## config.mk

```make
export PLATFORM = sky130hd
export DESIGN_NAME = change_dispenser
export DESIGN_NICKNAME = d
export VERILOG_FILES = /design/src/rtl/change_dispenser_pkg.sv /design/src/rtl/change_dispenser_hopper_timer.sv /design/src/rtl/change_dispenser.sv
export SDC_FILE = /design/constraint.sdc
export NUM_CORES = 1
export LEC_CHECK = 0
export BUFFER_PORTS_ARGS = -buffer_cell sky130_fd_sc_hd__buf_2
export CORE_MARGIN = 2
export CORE_UTILIZATION = 45
export CTS_CLUSTER_DIAMETER = 200
export DETAILED_ROUTE_END_ITERATION = 8
export GPL_TIMING_DRIVEN = 0
export PLACE_DENSITY = 0.67
export SLEW_MARGIN = 0
export SYNTH_ARGS = -nofsm -noshare
export SYNTH_HDL_FRONTEND = slang
export SYNTH_SLANG_ARGS = --single-unit
export TNS_END_PERCENT = 5
```

## constraint.sdc

```tcl
create_clock -name clk -period 5.8 [get_ports clk]
set_input_delay 1.16 -clock clk [delete_from_list [all_inputs] [get_ports clk]]
set_output_delay 1.16 -clock clk [all_outputs]
set_load 0.03 [all_outputs]
```

## src/rtl/change_dispenser_pkg.sv

```systemverilog
// Shared definitions for the change payout path: FSM state encoding,
// coin selector and coin-value constants.
package change_dispenser_pkg;

  // Payout FSM states.
  typedef enum logic [2:0] {
    ST_IDLE     = 3'd0,
    ST_SELECT   = 3'd1,
    ST_EJECT    = 3'd2,
    ST_WAIT_ACK = 3'd3,
    ST_DONE     = 3'd4,
    ST_JAM      = 3'd5
  } state_e;

  // Which hopper chute the current coin comes from.
  typedef enum logic {
    COIN_SM = 1'b0,
    COIN_LG = 1'b1
  } coin_e;

  // Coin values in base units; the small coin is the base unit.
  localparam int unsigned SM_VAL         = 1;
  localparam int unsigned LG_VAL_DEFAULT = 2;

endpackage

```

## src/rtl/change_dispenser_hopper_timer.sv

```systemverilog
// Ack timeout counter: cleared when a coin is ejected, counts while the
// hopper has not yet acknowledged, flags expiry on its last allowed cycle.
module hopper_timer #(
  parameter int unsigned TIMEOUT = 16,
  parameter int unsigned CNT_W   = 4
) (
  input  logic clk,
  input  logic rst_n,
  input  logic clr_i,
  input  logic en_i,
  output logic expired_o
);

  logic [CNT_W-1:0] cnt_q, cnt_d;

  // Next count: clear has priority over counting.
  always_comb begin
    cnt_d = cnt_q;
    if (clr_i) begin
      cnt_d = '0;
    end else if (en_i) begin
      cnt_d = cnt_q + 1'b1;
    end
  end

  // Count register.
  // NOTE: sequential state uses non-blocking assignments so every register
  // samples its inputs from the same pre-edge values.
  always_ff @(posedge clk or negedge rst_n) begin
    if (!rst_n) begin
      cnt_q <= '0;
    end else begin
      cnt_q <= cnt_d;
    end
  end

  assign expired_o = (cnt_q == CNT_W'(TIMEOUT - 1));

endmodule

```

## src/rtl/change_dispenser.sv

```systemverilog
// Change dispenser: accepts a change amount and pays it out greedily from a
// two-denomination hopper, one coin per eject/ack handshake, tracking the
// hopper inventory and reporting completion, shortfall and jams.
module change_dispenser
  import change_dispenser_pkg::*;
#(
  parameter int unsigned AMT_W   = 4,
  parameter int unsigned INV_W   = 6,
  parameter int unsigned LG_VAL  = LG_VAL_DEFAULT,
  parameter int unsigned TIMEOUT = 16
) (
  input  logic             clk,
  input  logic             reset,
  input  logic             req_valid,
  input  logic [AMT_W-1:0] req_amt,
  output logic             req_ready,
  input  logic             refill,
  input  logic [INV_W-1:0] refill_lg,
  input  logic [INV_W-1:0] refill_sm,
  output logic             eject_lg,
  output logic             eject_sm,
  input  logic             hopper_ack,
  output logic             busy,
  output logic             done,
  output logic             short,
  output logic [AMT_W-1:0] unpaid,
  output logic             jam,
  output logic [INV_W-1:0] inv_lg,
  output logic [INV_W-1:0] inv_sm
);

  localparam int unsigned      TMR_W  = (TIMEOUT > 1) ? $clog2(TIMEOUT) : 1;
  localparam logic [AMT_W-1:0] LG_AMT = AMT_W'(LG_VAL);
  localparam logic [AMT_W-1:0] SM_AMT = AMT_W'(SM_VAL);

  state_e           state_q, state_d;
  coin_e            coin_q, coin_d;
  logic [AMT_W-1:0] rem_q, rem_d;
  logic [INV_W-1:0] inv_lg_q, inv_lg_d;
  logic [INV_W-1:0] inv_sm_q, inv_sm_d;

  logic             tmr_clr, tmr_en, tmr_expired;

  // Refill sums carry one extra bit so overflow can saturate at all-ones.
  logic [INV_W:0]   lg_sum, sm_sum;
  assign lg_sum = {1'b0, inv_lg_q} + {1'b0, refill_lg};
  assign sm_sum = {1'b0, inv_sm_q} + {1'b0, refill_sm};

  hopper_timer #(
    .TIMEOUT (TIMEOUT),
    .CNT_W   (TMR_W)
  ) u_timer (
    .clk       (clk),
    .rst_n     (reset),
    .clr_i     (tmr_clr),
    .en_i      (tmr_en),
    .expired_o (tmr_expired)
  );

  // Next-state, coin choice, remaining amount and inventory updates.
  // NOTE: every signal written here gets a default first so no path through
  // the case statement can leave one unassigned and infer a latch.
  always_comb begin
    state_d  = state_q;
    coin_d   = coin_q;
    rem_d    = rem_q;
    inv_lg_d = inv_lg_q;
    inv_sm_d = inv_sm_q;
    tmr_clr  = 1'b0;
    tmr_en   = 1'b0;

    unique case (state_q)
      ST_IDLE: begin
        if (refill) begin
          // Refill blocks the request handshake for this cycle.
          inv_lg_d = lg_sum[INV_W] ? '1 : lg_sum[INV_W-1:0];
          inv_sm_d = sm_sum[INV_W] ? '1 : sm_sum[INV_W-1:0];
        end else if (req_valid) begin
          rem_d   = req_amt;
          state_d = (req_amt == '0) ? ST_DONE : ST_SELECT;
        end
      end

      ST_SELECT: begin
        // Large coin first, but only when it cannot overpay.
        if ((rem_q >= LG_AMT) && (inv_lg_q != '0)) begin
          coin_d  = COIN_LG;
          state_d = ST_EJECT;
        end else if ((rem_q != '0) && (inv_sm_q != '0)) begin
          coin_d  = COIN_SM;
          state_d = ST_EJECT;
        end else begin
          state_d = ST_DONE;
        end
      end

      ST_EJECT: begin
        tmr_clr = 1'b1;
        state_d = ST_WAIT_ACK;
      end

      ST_WAIT_ACK: begin
        // An ack on the expiry cycle still counts as a delivered coin.
        if (hopper_ack) begin
          if (coin_q == COIN_LG) begin
            rem_d    = rem_q - LG_AMT;
            inv_lg_d = inv_lg_q - 1'b1;
          end else begin
            rem_d    = rem_q - SM_AMT;
            inv_sm_d = inv_sm_q - 1'b1;
          end
          state_d = ST_SELECT;
        end else begin
          tmr_en = 1'b1;
          if (tmr_expired) begin
            state_d = ST_JAM;
          end
        end
      end

      ST_DONE: begin
        state_d = ST_IDLE;
      end

      ST_JAM: begin
        state_d = ST_JAM;
      end

      default: begin
        state_d = ST_IDLE;
      end
    endcase
  end

  // State, coin, remaining amount and inventory registers.
  // NOTE: all of these are plain registers, not memories, so every one is
  // cleared by reset, including the inventory counts.
  always_ff @(posedge clk or negedge reset) begin
    if (!reset) begin
      state_q  <= ST_IDLE;
      coin_q   <= COIN_SM;
      rem_q    <= '0;
      inv_lg_q <= '0;
      inv_sm_q <= '0;
    end else begin
      state_q  <= state_d;
      coin_q   <= coin_d;
      rem_q    <= rem_d;
      inv_lg_q <= inv_lg_d;
      inv_sm_q <= inv_sm_d;
    end
  end

  // Outputs decode registered state only; req_ready also gates on refill.
  assign req_ready = (state_q == ST_IDLE) && !refill;
  assign busy      = (state_q != ST_IDLE);
  assign eject_lg  = (state_q == ST_EJECT) && (coin_q == COIN_LG);
  assign eject_sm  = (state_q == ST_EJECT) && (coin_q == COIN_SM);
  assign done      = (state_q == ST_DONE);
  assign short     = done && (rem_q != '0);
  assign unpaid    = done ? rem_q : '0;
  assign jam       = (state_q == ST_JAM);
  assign inv_lg    = inv_lg_q;
  assign inv_sm    = inv_sm_q;

endmodule
```

==> results.ini, run 1 <==
[status]
outcome=finished clean

[power_and_ir_drop]
switching_share_pct=53.7
p_leak_nw=1.17
p_clk_share_pct=7.1
p_int_mw=0.671
max-vdd-ir-drop_mv=0.212
power_frac_comb_pct=68.0
fin_total_pwr_mw=1.45
p_switching_mw=0.779
seqPwrFrac_pct=24.8
power.density_nw_per_um2=565

[final_layout]
nNetsFinal=364
drive_above_1_share_pct=19.9
area_delta_synth_final_pct=15.3
area.sequential_um2=601
num_antenna_cells=0
multiInputGateArea_um2=1500
fill_cells=490

[timing]
grt_setup_unrepaired=false
period_needed_ns=2.95
drv_slew=0
timing_hold_violations_final=0
fin_skew_ns=0.00892
tightestPinTransition_ns=0.585
fmax_mhz=339
setup_violations=0
max_slew_margin_pct=61.0
min_period_over_period_pct=50.8
finalSetupTns_ns=0
setup_ws_ns=2.85

[routing]
drc=0
drt_first_iter_violations=151
routed_wl_um=5610
ant_nets=0
vias=2194
routed_via_density=5.71
drt_first_pass_iters=4
wl_per_cell_um=14.6

[place]
dpl_worst_slack_ns=2.83
gp_congestion=0.846
dp_hpwl_um=4330
io_buffers=43

[die]
initial_core_util_pct=46.8
ios=44
die_h_um=74.4
die_w_um=74.4
dieArea_um2=5530
core_um2=4750
row_count=25

[logic_synthesis]
synth.cell_area_um2=2230
yosysMostFrequentCell=nor2_1
synth.distinct_cells=57
synth-edff-count=0
ys.flop_type=dfrtp_1
synth_area_leader_cell=dfrtp_1
syn-num-nets=316
postSynthCellCount=271
synth_warnings=0
synth_seq_cells=24
netlist_top_cells_area=dfrtp_1 27%, ha_1 12%, a21oi_1 4.5%
ys_seq_area_share_pct=27.0
avgSynthCellArea_um2=8.22
yosysTopAreaCellShare_pct=27.0
synthTopCellsByCount=26 x nor2_1, 24 x dfrtp_1, 22 x ha_1
synth_async_sr_flop_share_pct=100

[clocking]
cts.repair.resized=0
clk_latency_ns=0.27
cts_made_buffers=3
cts_buffer_depth=2
postCtsSetupBuffers=0
cts.sinks=24
hold_buffers=0
tritoncts=yes
h-tree-depth=1
clk_pin_slew_ns=0.08
ctsRootBufferMaster=clkbuf_8

[worst_setup_path]
start_kind=register
worstPathRequired_ns=4.64
worst_ep_arrival_time_ns=1.79
crit_type=register to output port
worstPathMaxFanout=10
cp-end-kind=output port

[job]
drv_cap=0

[global_route]
grt_pass1_wl_um=9350
grt_pass1_vias=1951
track_usage_pct=21.7
grt_max_degree=25
overflow=0
antenna_found_initial=0

[min_path]
holdCritPathClass=register to register

## through the flow
step	cell area (um2)	std cells	hold WS, ns	util, %
floorplan	2230	271	0.468	-
global placement	2530	381	0.494	53.1
detailed placement	2530	381	0.496	53.1
CTS	2570	384	0.508	54.0
global route	2570	384	0.554	54.0
finish	2570	384	0.505	54.0
## cell usage in the layout (no fill, tap or decap), drive strengths merged, types with 3 or more instances in the layout
master / netlist / routed
a211oi: 5 / 5
a21boi: 3 / 3
a21o: 5 / 5
a21oi: 21 / 21
a221oi: 3 / 3
a31oi: 5 / 5
buf: 7 / 50
clkbuf: 5 / 8
dfrtp: 24 / 24
ha: 22 / 22
inv: 17 / 17
nand2: 16 / 16
nand2b: 5 / 5
nand3: 7 / 7
nand4b: 3 / 3
nor2: 26 / 26
nor2b: 3 / 3
nor3: 12 / 12
nor4: 4 / 4
o211ai: 3 / 3
o21ai: 16 / 16
o22ai: 7 / 7
o31ai: 5 / 5
or4: 3 / 3
xnor2: 3 / 3
## power by group through the flow
stage / Sequential, mW / Combinational, mW / Clock, mW
floorplan: 0.406 / 0.689 / 0
global placement: 0.361 / 0.969 / 0
detailed placement: 0.363 / 0.984 / 0
CTS: 0.360 / 0.988 / 0.106
global route: 0.377 / 1.11 / 0.114
finish: 0.360 / 0.986 / 0.104
## metal layers
metal | part of all wire, % | up-vias | track usage [%]
met3 | 3.9 | 5 | 2.03
met1 | 50 | 1032 | 31.6
met4 | 1.1 | 0 | 5.36
met5 | 0 | - | 0
li1 | - | 1108 | -
met2 | 45 | 49 | 34.7
## worst paths after layout
| check | startpoint | end | slack, ns | cells after the start |
|---|---|---|---|---|
| setup / recovery | state_q[2]$_DFFE_PN0P_ | short | 2.85 | 5 |
| hold / removal | u_timer.cnt_q[0]$_DFFE_PN0P_ | u_timer.cnt_q[0]$_DFFE_PN0P_ | 0.50 | 1 |
| setup reg to reg | inv_lg[0]$_DFFE_PN0P_ | inv_lg[5]$_DFFE_PN0P_ | 3.61 | 6 |
| hold reg to reg | u_timer.cnt_q[0]$_DFFE_PN0P_ | u_timer.cnt_q[0]$_DFFE_PN0P_ | 0.50 | 1 |
| max in group asynchronous | reset | inv_sm[3]$_DFFE_PN0P_ | 4.55 | 1 |
| min in group asynchronous | reset | rem_q[3]$_DFFE_PN0P_ | 0.87 | 1 |
## cell families after synthesis
kind of cell	synth area share, %
buf+inv	5.56
xor+xnor	1.57
mux	1.40
fa+ha+maj	14.2
simple gates	22.2
flops	27.0
compound gates	28.1
## final cells by class
cell class                      instances  area share [%]
Multi-Input combinational cell        218            58.5
Sequential cell                        24            23.4
Timing Repair Buffer                   43            8.38
Tap cell                               67            3.27
Inverter                               17            2.49
Buffer                                 12            2.34
Clock buffer                            3            1.61
## worst max-delay path, stage by stage (launching register included)
cell,delay [ns]
dfrtp_1,0.33
buf_2,0.20
clkbuf_1,0.35
nand2_1,0.24
a21oi_1,0.18
buf_2,0.21
## state kept, by name, summed over array words and instances (netlist names)
name           count
rem_q              4
coin_q             1
inv_lg             6
state_q            3
u_timer.cnt_q      4
inv_sm             6
(Power assumes the default switching activity.)
==> run 2: changes to the inputs <==
--- a/config.mk
+++ b/config.mk
@@ -11,7 +11,7 @@
 export CTS_CLUSTER_DIAMETER = 200
 export DETAILED_ROUTE_END_ITERATION = 8
 export GPL_TIMING_DRIVEN = 0
-export PLACE_DENSITY = 0.67
+export PLACE_DENSITY = 0.7
 export SLEW_MARGIN = 0
 export SYNTH_ARGS = -nofsm -noshare
 export SYNTH_HDL_FRONTEND = slang
==> constraint.sdc (replaced) <==
create_clock -name clk -period 2.5 [get_ports clk]
set_input_delay 0.5 -clock clk [delete_from_list [all_inputs] [get_ports clk]]
set_output_delay 0.5 -clock clk [all_outputs]
set_load 0.03 [all_outputs]
==> run 2 against run 1 <==
  * Sequential power increased by 130%
  * Flip-flop and latch count is the same
  * Final area increased by 0.54%
  * Cell count increased by 0.26%
==> results.ini, run 2 (synthesis gave the netlist of run 1 again) <==
[global_route]
track_usage_pct=21.2
antenna_found_initial=0
grt_pass1_wl_um=9240
overflow=0
grt_pass1_vias=1943
grt_max_degree=25

[clocking]
cts.sinks=24
ctsRootBufferMaster=clkbuf_8
postCtsSetupBuffers=0
cts_buffer_depth=2
cts.repair.resized=0
clk_pin_slew_ns=0.09
clk_latency_ns=0.27
hold_buffers=0
cts_made_buffers=3
h-tree-depth=1
tritoncts=yes

[timing]
tightestPinTransition_ns=0.577
setup_violations=0
setup_ws_ns=0.206
fin_skew_ns=0.00223
timing_hold_violations_final=0
grt_setup_unrepaired=false
finalSetupTns_ns=0
period_needed_ns=2.29
max_slew_margin_pct=61.2
drv_slew=0
fmax_mhz=436
min_period_over_period_pct=91.8

[place]
io_buffers=43
gp_congestion=0.873
dpl_worst_slack_ns=0.185
dp_hpwl_um=4450
dpl_cell_area_um2=2530

[routing]
drc=0
drt_first_pass_iters=4
ant_nets=0
drt_first_iter_violations=139
vias=2226
routed_via_density=5.78
wl_per_cell_um=14.9
routed_wl_um=5720

[die]
dieArea_um2=5530
die_w_um=74.4
core_um2=4750
initial_core_util_pct=46.8
die_h_um=74.4
ios=44
row_count=25

[worst_setup_path]
cp_cell_sequence=buf_2, nor3_1, inv_1, nor2_1, buf_2
worstPathRequired_ns=2.00
r2r-end=inv_lg[5]$_DFFE_PN0P_
worstPathMaxFanout=9
cpLargestDelayFamily=simple AND/OR/NAND/NOR gates
cp-end-kind=output port
cpPeakStageDelay_ns=0.46
worst_ep_arrival_time_ns=1.79
slowest_stage=nor3_1
crit_type=register to output port
cp_common_cell=buf_2
cp_num_buf_inv=3
r2r_slack_ns=0.31
cp.depth=5
r2r_start=inv_lg[0]$_DFFE_PN0P_
start_kind=register
rr_worst_depth=6

[job]
drv_cap=0

[final_layout]
area_delta_synth_final_pct=15.9
fin_util_pct=54.3
nNetsFinal=364
num_antenna_cells=0
fill_cells=480
design_area_um2=2580
drive_above_1_share_pct=20.1
layout_common_cells=49 x buf_2, 26 x nor2_1, 24 x dfrtp_1
multiInputGateArea_um2=1500
area.sequential_um2=601
final_common_cell=buf_2

[min_path]
holdCritPathClass=input pin to asynchronous set/reset pin

[power_and_ir_drop]
power.density_nw_per_um2=1330
max-vdd-ir-drop_mv=0.585
p_leak_nw=1.18

[status]
outcome=finished clean

## run 2: worst reg2reg max path: stages (launching register included)
cell	delay, ns
dfrtp_1	0.47
ha_1	0.25
fa_1	0.43
a21o_1	0.19
or4_1	0.51
o211ai_1	0.11
a311oi_1	0.11
## run 2: cell type report
| type | instances | area share, % |
|---|---|---|
| buffer | 12 | 2.33 |
| timing repair buffer | 43 | 8.34 |
| tap | 67 | 3.25 |
| sequential | 24 | 23.3 |
| clock buffer | 4 | 2.13 |
| inverter | 17 | 2.47 |
| multi-input combinational | 218 | 58.2 |
## run 2: report_power, final
part | total [mW] | leakage, nW | internal (mW) | switching, mW
Sequential | 0.836 | 0.279 | 0.577 | 0.258
Clock | 0.273 | 0.0288 | 0.141 | 0.132
Combinational | 2.31 | 0.871 | 0.873 | 1.44
## run 2: worst max path at each step
stage / from / endpoint
2_1_floorplan: inv_lg[0]$_DFFE_PN0P_ / inv_lg[5]$_DFFE_PN0P_
3_3_place_gp: refill_lg[0] / inv_lg[5]$_DFFE_PN0P_
3_5_place_dp: refill_lg[0] / inv_lg[5]$_DFFE_PN0P_
4_1_cts: state_q[2]$_DFFE_PN0P_ / short
5_1_grt: state_q[2]$_DFFE_PN0P_ / unpaid[0]
6_report: state_q[2]$_DFFE_PN0P_ / req_ready
## run 2: per-layer routing
metal,routed length [um],vias up,part of all wire [%],GRT usage (%)
met5,0,-,0,0
met4,77,0,1.3,4.76
met1,2750,1036,48,30.6
li1,-,1115,-,-
met3,253,8,4.4,2.03
met2,2640,67,46,34.8
## run 2: stage by stage
step	cells	hold slack (ns)	total power, mW
4_1_cts	385	0.229	3.42
3_3_place_gp	381	0.490	3.08
3_5_place_dp	381	0.503	3.13
2_1_floorplan	271	0.204	2.54
6_report	385	0.212	3.42
5_1_grt	385	0.259	3.73
==> run 3: changes to the inputs <==
--- a/config.mk
+++ b/config.mk
@@ -9,11 +9,12 @@
 export CORE_MARGIN = 2
 export CORE_UTILIZATION = 45
 export CTS_CLUSTER_DIAMETER = 200
+export CTS_CLUSTER_SIZE = 20
 export DETAILED_ROUTE_END_ITERATION = 8
 export GPL_TIMING_DRIVEN = 0
 export PLACE_DENSITY = 0.7
+export RECOVER_POWER = 50
 export SLEW_MARGIN = 0
 export SYNTH_ARGS = -nofsm -noshare
 export SYNTH_HDL_FRONTEND = slang
 export SYNTH_SLANG_ARGS = --single-unit
-export TNS_END_PERCENT = 5
==> run 3 against run 2 <==
  * Clock skew rose by 0.00055 ns
  * Flip-flop and latch count unchanged
  * Global-route usage unchanged
  * Sequential share of layout area rose by 0.11 points
  * Final area shrank 0.49%
  * Critical path type unchanged
  * Critical endpoint unchanged
==> results.ini, run 3 (synthesis gave the netlist of run 1 again) <==
[timing]
timing_hold_violations_final=0
setup_ws_ns=0.187
fin_hold_ws_ns=0.512
tightestPinTransition_ns=1.34
max_slew_margin_pct=10.6
fin_skew_ns=0.00277
finalSetupTns_ns=0
period_needed_ns=2.31
grt_setup_unrepaired=false
fmax_mhz=432
min_period_over_period_pct=92.5
drv_slew=0
setup_violations=0

[status]
outcome=finished clean

[place]
dp.cells=381
dp_hpwl_um=4450
gp_congestion=0.873
dpl_worst_slack_ns=0.185
dpl_cell_area_um2=2530
io_buffers=43

[clocking]
ctsRootBufferMaster=clkbuf_8
clk_pin_slew_ns=0.09
h-tree-depth=1
clk_latency_ns=0.27
cts_buffer_depth=2
hold_buffers=0
cts.repair.resized=0
tritoncts=yes
cts.sinks=24
cts_made_buffers=3
postCtsSetupBuffers=0

[routing]
wl_met1_um=2750
drt_first_iter_violations=146
vias=2244
routed-wl-met2_um=2660
wl_met3_um=245
routed_wl_um=5730
drc=0
routed_via_density=5.83
wl_per_cell_um=14.9
drt_first_pass_iters=4
ant_nets=0
top_layer=met4

[final_layout]
drive_above_1_share_pct=17.0
final_common_cell=buf_2
nNetsFinal=364
layout.cells.non_filler=385
design_area_um2=2570
fin_util_pct=54.0
fill_cells=487
layout_common_cells=39 x buf_2, 26 x nor2_1, 24 x dfrtp_1
area_delta_synth_final_pct=15.3
num_antenna_cells=0

[worst_setup_path]
r2r_slack_ns=0.31
worstPathRequired_ns=2.00
cp_cell_sequence=buf_2, nor3_1, inv_1, nor2_1, buf_2
start_kind=register
cp_common_cell=buf_2
cp-end-kind=output port
cpPeakStageDelay_ns=0.48
slowest_stage=nor3_1
r2r_start=inv_lg[0]$_DFFE_PN0P_
worst_ep_arrival_time_ns=1.81
worstPathMaxFanout=9
crit_type=register to output port
cp_num_buf_inv=3
r2r-end=inv_lg[5]$_DFFE_PN0P_
rr_worst_depth=6
cpLargestDelayFamily=simple AND/OR/NAND/NOR gates

[die]
dieArea_um2=5530
initial_core_util_pct=46.8
row_count=25
core_um2=4750
die_w_um=74.4
ios=44
die_h_um=74.4

[global_route]
grt_pass1_wl_um=9240
antenna_found_initial=0
grt_max_degree=25
grt_pass1_vias=1943
overflow=0
track_usage_pct=21.2

[power_and_ir_drop]
p_leak_nw=1.15
fin_total_pwr_mw=3.41
max-vdd-ir-drop_mv=0.573
power.density_nw_per_um2=1330

[min_path]
holdCritPathClass=input pin to asynchronous set/reset pin

[job]
drv_cap=0

-- run 3: worst max-delay path by stage --
| stage | startpoint | to | slack [ns] | cells past startpoint |
|---|---|---|---|---|
| floorplan | inv_lg[0]$_DFFE_PN0P_ | inv_lg[5]$_DFFE_PN0P_ | 0.30 | 6 |
| global placement | refill_lg[0] | inv_lg[5]$_DFFE_PN0P_ | 0.20 | 7 |
| detailed placement | refill_lg[0] | inv_lg[5]$_DFFE_PN0P_ | 0.19 | 7 |
| CTS | state_q[2]$_DFFE_PN0P_ | short | 0.24 | 5 |
| global route | state_q[2]$_DFFE_PN0P_ | unpaid[0] | 0.07 | 5 |
| finish | state_q[2]$_DFFE_PN0P_ | req_ready | 0.19 | 5 |
-- run 3: where the power goes --
group | switching (mW) | total, mW | internal (mW)
combinational | 1.44 | 2.30 | 0.855
sequential | 0.261 | 0.838 | 0.577
clock | 0.132 | 0.273 | 0.141
-- run 3: layer usage --
metal  vias to the layer above  track usage, %
met3                         8            2.03
met5                         -               0
met4                         0            4.76
met2                        66            34.8
met1                      1056            30.6
li1                       1114               -
-- run 3: final cells by class --
type	instances	area, um2	share of cell area, %
Timing Repair Buffer	43	204	7.94
Buffer	12	58.8	2.29
Clock buffer	4	55.1	2.14
Inverter	17	63.8	2.48
Tap cell	67	83.8	3.26
Sequential cell	24	601	23.4
Multi-Input combinational cell	218	1500	58.5
